## config.mk

```make
export PLATFORM = sky130hd
export DESIGN_NAME = cordic_input_loader
export DESIGN_NICKNAME = d
export VERILOG_FILES = /design/src/rtl/cordic_loader_pkg.sv /design/src/rtl/key_debouncer.sv /design/src/rtl/cordic_input_loader.sv
export SDC_FILE = /design/constraint.sdc
export NUM_CORES = 1
export LEC_CHECK = 0
export CORE_ASPECT_RATIO = 1.1
export CORE_MARGIN = 2
export CORE_UTILIZATION = 58
export CTS_BUF_LIST = sky130_fd_sc_hd__clkbuf_2 sky130_fd_sc_hd__clkbuf_4 sky130_fd_sc_hd__clkbuf_8
export DETAILED_ROUTE_END_ITERATION = 7
export GPL_TIMING_DRIVEN = 0
export PLACE_DENSITY = 0.87
export REMOVE_ABC_BUFFERS = 1
export SYNTH_ARGS = -nofsm -noshare
export SYNTH_HDL_FRONTEND = slang
export SYNTH_SLANG_ARGS = --single-unit
```

## constraint.sdc

```tcl
create_clock -name clk -period 4.56 [get_ports clk]
set_input_delay 0.684 -clock clk [delete_from_list [all_inputs] [get_ports clk]]
set_output_delay 0.684 -clock clk [all_outputs]
set_load 0.02 [all_outputs]
```

## src/rtl/cordic_loader_pkg.sv

```systemverilog
// Shared types and default widths for the CORDIC data-memory input loader.
package cordic_loader_pkg;

    typedef enum logic [0:0] {
        ENTRY = 1'b0,
        WRITE = 1'b1
    } loader_state_e;

    localparam int LOADER_ADDR_W = 8;
    localparam int LOADER_DATA_W = 32;
    localparam int NIBBLE_W      = 4;

endpackage

```

## src/rtl/key_debouncer.sv

```systemverilog
// Synchronizes and debounces one raw active-low push-button.
// It emits a one-cycle pulse on each accepted press.
module key_debouncer #(
    parameter int DEBOUNCE_CYCLES = 1000000
) (
    input  logic clk,
    input  logic rst,
    input  logic key_n,
    output logic stable,
    output logic press_pulse
);

    localparam int CNT_W = (DEBOUNCE_CYCLES > 1) ? $clog2(DEBOUNCE_CYCLES) : 1;

    logic             sync1_r;
    logic             sync2_r;
    logic             stable_r;
    logic             stable_d_r;
    logic             press_r;
    logic [CNT_W-1:0] cnt_r;

    // Synchronizer, stability counter and press-edge detection.
    // The pulse comes from the delayed stable copy, so it lands one cycle after stable falls.
    always_ff @(posedge clk) begin
        if (rst) begin
            sync1_r    <= 1'b1;
            sync2_r    <= 1'b1;
            stable_r   <= 1'b1;
            stable_d_r <= 1'b1;
            press_r    <= 1'b0;
            cnt_r      <= '0;
        end else begin
            sync1_r    <= key_n;
            sync2_r    <= sync1_r;
            stable_d_r <= stable_r;
            press_r    <= stable_d_r & ~stable_r;
            if (sync2_r == stable_r) begin
                cnt_r <= '0;
            end else if (cnt_r == CNT_W'(DEBOUNCE_CYCLES - 1)) begin
                stable_r <= sync2_r;
                cnt_r    <= '0;
            end else begin
                cnt_r <= cnt_r + CNT_W'(1);
            end
        end
    end

    assign stable      = stable_r;
    assign press_pulse = press_r;

endmodule

```

## src/rtl/cordic_input_loader.sv

```systemverilog
// Assembles a word from switch nibbles using two debounced keys.
// It writes the word to CORDIC data memory over a valid/ready port.
module cordic_input_loader
    import cordic_loader_pkg::*;
#(
    parameter  int DEBOUNCE_CYCLES = 1000000,
    parameter  int ADDR_W          = LOADER_ADDR_W,
    parameter  int DATA_W          = LOADER_DATA_W,
    localparam int NIBBLES         = DATA_W / NIBBLE_W,
    localparam int NC_W            = $clog2(NIBBLES + 1)
) (
    input  logic                clk,
    input  logic                rst,
    input  logic                key_enter_n,
    input  logic                key_commit_n,
    input  logic [NIBBLE_W-1:0] sw_data,
    input  logic [ADDR_W-1:0]   sw_addr,
    input  logic                addr_from_sw,
    output logic                wr_valid,
    input  logic                wr_ready,
    output logic [ADDR_W-1:0]   wr_addr,
    output logic [DATA_W-1:0]   wr_data,
    output logic [DATA_W-1:0]   staging,
    output logic [NC_W-1:0]     nib_count,
    output logic [ADDR_W-1:0]   next_addr
);

    logic enter_pulse_s;
    logic commit_pulse_s;

    loader_state_e     state_r,     state_nx;
    logic [DATA_W-1:0] staging_r,   staging_nx;
    logic [NC_W-1:0]   nib_count_r, nib_count_nx;
    logic [ADDR_W-1:0] next_addr_r, next_addr_nx;
    logic              wr_valid_r,  wr_valid_nx;
    logic [ADDR_W-1:0] wr_addr_r,   wr_addr_nx;
    logic [DATA_W-1:0] wr_data_r,   wr_data_nx;

    key_debouncer #(.DEBOUNCE_CYCLES(DEBOUNCE_CYCLES)) u_enter_db (
        .clk         (clk),
        .rst         (rst),
        .key_n       (key_enter_n),
        .stable      (),
        .press_pulse (enter_pulse_s)
    );

    key_debouncer #(.DEBOUNCE_CYCLES(DEBOUNCE_CYCLES)) u_commit_db (
        .clk         (clk),
        .rst         (rst),
        .key_n       (key_commit_n),
        .stable      (),
        .press_pulse (commit_pulse_s)
    );

    // Next-state and datapath updates; a commit takes priority over a same-cycle enter.
    always_comb begin
        state_nx     = state_r;
        staging_nx   = staging_r;
        nib_count_nx = nib_count_r;
        next_addr_nx = next_addr_r;
        wr_valid_nx  = wr_valid_r;
        wr_addr_nx   = wr_addr_r;
        wr_data_nx   = wr_data_r;
        case (state_r)
            ENTRY: begin
                if (commit_pulse_s && (nib_count_r != '0)) begin
                    wr_data_nx  = staging_r;
                    wr_addr_nx  = addr_from_sw ? sw_addr : next_addr_r;
                    wr_valid_nx = 1'b1;
                    state_nx    = WRITE;
                end else if (enter_pulse_s) begin
                    staging_nx   = {staging_r[DATA_W-NIBBLE_W-1:0], sw_data};
                    nib_count_nx = (nib_count_r == NC_W'(NIBBLES)) ? nib_count_r
                                                                   : nib_count_r + NC_W'(1);
                end else begin
                    state_nx = ENTRY;
                end
            end
            WRITE: begin
                if (wr_valid_r && wr_ready) begin
                    wr_valid_nx  = 1'b0;
                    staging_nx   = '0;
                    nib_count_nx = '0;
                    next_addr_nx = wr_addr_r + ADDR_W'(1);
                    state_nx     = ENTRY;
                end else begin
                    state_nx = WRITE;
                end
            end
            default: begin
                state_nx    = ENTRY;
                wr_valid_nx = 1'b0;
            end
        endcase
    end

    // State and output registers.
    always_ff @(posedge clk) begin
        if (rst) begin
            state_r     <= ENTRY;
            staging_r   <= '0;
            nib_count_r <= '0;
            next_addr_r <= '0;
            wr_valid_r  <= 1'b0;
            wr_addr_r   <= '0;
            wr_data_r   <= '0;
        end else begin
            state_r     <= state_nx;
            staging_r   <= staging_nx;
            nib_count_r <= nib_count_nx;
            next_addr_r <= next_addr_nx;
            wr_valid_r  <= wr_valid_nx;
            wr_addr_r   <= wr_addr_nx;
            wr_data_r   <= wr_data_nx;
        end
    end

    assign wr_valid  = wr_valid_r;
    assign wr_addr   = wr_addr_r;
    assign wr_data   = wr_data_r;
    assign staging   = staging_r;
    assign nib_count = nib_count_r;
    assign next_addr = next_addr_r;

endmodule

```

==> impl_metrics.py <==
metrics = {
    "synth": {
        "synthDistinctLibCells": 46,
        "synth_ff_type": "dfxtp_1",
        "syn_area_um2": 5553,
        "async_flop_share_pct": 0,
        "synth_top_cell_by_area": "dfxtp_1",
        "synth_warnings": 0,
        "ys_seq_area_share_pct": 49.03,
        "synth_top_area_share_pct": 49.03,
        "syn_avg_cell_area_um2": 8.622,
        "synth-seq-cells": 136,
        "synthTopCellsByArea": "dfxtp_1 (49%), nand2_1 (7.9%), a21oi_1 (6.7%)",
        "syn-instance-count": 644,
        "synth-edff-count": 0,
    },
    "global_routing": {
        "grt.overflow.total": 0,
        "gr-usage-all-layers_pct": 24.57,
        "grt_pass1_vias": 4693,
        "grt_max_degree": 100,
        "antenna_found_initial": 0,
        "grt_pass1_wl_um": 21120,
    },
    "placement": {
        "numPortBuffers": 102,
        "place_congestion": 0.8396,
        "hpwl_um": 8524,
    },
    "clocking": {
        "clkLatencyLatePin_ps": 430,
        "cts_resized": 0,
        "post-cts-setup-buffers": 0,
        "clockRootBuffer": "clkbuf_8",
        "h-tree-depth": 4,
        "cts_hold_buf": 0,
        "cts_made_buffers": 17,
        "clk_path_buf_depth": 2,
        "clk_pin_slew_ps": 70,
        "cts_sinks": 136,
        "cts_tree": "built",
    },
    "sta": {
        "max_slew_margin_pct": 21.32,
        "setup-violations-final": 0,
        "tightest_slew_ps": 1179,
        "whs_ps": 416.6,
        "tns_ps": 0,
        "finalClockSkew_ps": 8.578,
        "hold_viol": 0,
        "grt_setup_unrepaired": "false",
        "period_needed_ps": 2940,
        "fin_crit_sh_pct": 64.48,
        "slew_violations": 0,
        "fmax_mhz": 340.1,
    },
    "finish": {
        "final_common_cell": "dfxtp_1",
        "nets": 755,
        "post-route-util_pct": 76.53,
        "diodes": 0,
        "final_cell_mix": "dfxtp_1 (136), nand2_1 (117), clkdlybuf4s50_1 (101), a21oi_1 (74), nor2_1 (64)",
        "syn_to_final_growth_pct": 28.89,
        "final_layout_size_suffix_gt1_share_pct": 7.517,
    },
    "pwr": {
        "power_frac_seq_pct": 49.1,
        "p_leak_nw": 2.240,
        "power.share.combinational_pct": 1.7,
        "sw_frac_of_total_pct": 20.24,
        "irDropWorstVdd_mv": 0.2377,
        "internal_power_mw": 1.932,
        "power_density_nw_per_um2": 338.5,
        "p_switching_uw": 490.3,
        "clockPowerShare_pct": 49.2,
    },
    "route": {
        "drc": 0,
        "routed_via_density": 5.619,
        "vias": 4844,
        "drtAntennaViolNets": 0,
        "drtIter0Drc": 242,
        "first_pass_iters": 5,
        "routedWlPerCell_um": 14.71,
        "drt_wl_total_um": 12680,
    },
    "critical_path": {
        "endpoint_kind": "register",
        "crit_type": "reg2reg",
        "crit_path_start_kind": "register",
        "cp.arrival_ps": 3210,
        "critPathMaxFanout": 42,
        "critPathRequiredTime_ps": 4830,
    },
    "die": {
        "pin_count": 103,
        "num_rows": 37,
        "core_area_um2": 9351,
        "die_area_um2": 10370,
        "chipHeight_um": 106.6,
        "die_w_um": 97.29,
        "initial_core_util_pct": 59.38,
    },
    "worst_hold_path": {
        "min_path_type": "reg2reg",
    },
    "run_status": {
        "outcome": "finished, final reports clean",
    },
    "flow_run": {
        "cap_violations": 0,
    },
}
[power by group through the flow]
stage	Combinational (mW)	Clock [mW]	Sequential (mW)
detailed placement	0.0402	0	1.22
global route	0.0439	1.25	1.19
finish	0.0402	1.19	1.19
floorplan	0.00958	0	1.22
CTS	0.0404	1.20	1.19
global placement	0.0402	0	1.22
[Yosys cell counts, types with 2 or more instances]
| master | count |
|---|---|
| nand2_1 | 117 |
| clkbuf_1 | 32 |
| o31ai_1 | 3 |
| a21oi_1 | 74 |
| and2_1 | 2 |
| xnor2_1 | 28 |
| and4_1 | 2 |
| nor4_1 | 9 |
| nand3b_1 | 32 |
| or4_1 | 3 |
| a211oi_1 | 14 |
| buf_2 | 3 |
| mux2i_1 | 15 |
| nor2_1 | 65 |
| nor3_1 | 8 |
| or2_1 | 2 |
| dfxtp_1 | 136 |
| nor4b_1 | 10 |
| xor2_1 | 9 |
| and3_1 | 3 |
| or2_2 | 8 |
| nor4_2 | 2 |
| nor2b_1 | 3 |
| nand4_1 | 8 |
| inv_1 | 13 |
| ha_1 | 5 |
| nand3_1 | 16 |
| nand2b_1 | 3 |
| o32ai_1 | 2 |
[cells by family after synthesis]
group           synth area share (%)
xor+xnor                       5.836
simple gates                   27.26
fa+ha+maj                      1.127
flops                          49.03
compound gates                 10.46
buf+inv                        3.380
mux                            2.907
[flip-flops by register name (all words and copies together), names as in the netlist]
name	flops
staging	32
wr_data	32
u_commit_db.cnt_r	20
u_enter_db.cnt_r	20
next_addr	8
wr_addr	8
nib_count	4
state_r	1
u_commit_db.press_pulse	1
u_commit_db.stable	1
u_commit_db.stable_d_r	1
u_commit_db.sync1_r	1
u_commit_db.sync2_r	1
u_enter_db.press_pulse	1
u_enter_db.stable	1
u_enter_db.stable_d_r	1
u_enter_db.sync1_r	1
u_enter_db.sync2_r	1
wr_valid	1
[layer usage]
layer / GRT usage [%] / vias up / share of wire [%] / wire length, µm
li1: - / 2385 / - / -
met1: 29.09 / 2293 / 42 / 5265
met2: 43.40 / 135 / 51 / 6516
met3: 5.411 / 31 / 4.7 / 591
met4: 10.12 / 0 / 2.4 / 303
met5: 0 / - / 0 / 0
[critical path: stages, from the launching register on]
cell	delay (ps)
dfxtp_1	1110
and3_1	620
o22ai_2	360
buf_16	260
a222oi_1	340
nor2_1	90
[layout make-up]
cell class              count  area, µm²
clock inverters            14      247.7
multi-input cells         459       2663
well taps                 117      146.4
repair buffers            105       1081
flip-flops and latches    136       2723
fillers                   635       2195
inverters                  13      48.80
clock buffers              18      247.7
[path summary, 6_finish.rpt]
path	startpoint	endpoint	slack [ps]	cells past startpoint
max	state_r$_SDFF_PP0_	nib_count[3]$_SDFFE_PP0P_	1620	5
min	u_commit_db.sync1_r$_SDFF_PP1_	u_commit_db.sync2_r$_SDFF_PP1_	420	1
max reg2reg	state_r$_SDFF_PP0_	nib_count[3]$_SDFFE_PP0P_	1620	5
min reg2reg	u_commit_db.sync1_r$_SDFF_PP1_	u_commit_db.sync2_r$_SDFF_PP1_	420	1
[metrics by stage]
stage	setup WS [ps]	cell area, µm²	power [mW]	std cells
after floorplan	1639	5414	1.227	608
final	1620	7157	2.423	862
after global routing	1429	7157	2.486	862
after global placement	75.17	6581	1.258	827
after detailed placement	1665	6661	1.258	830
after CTS	1683	7157	2.435	862
No activity file was read; power rests on OpenSTA's default activity.
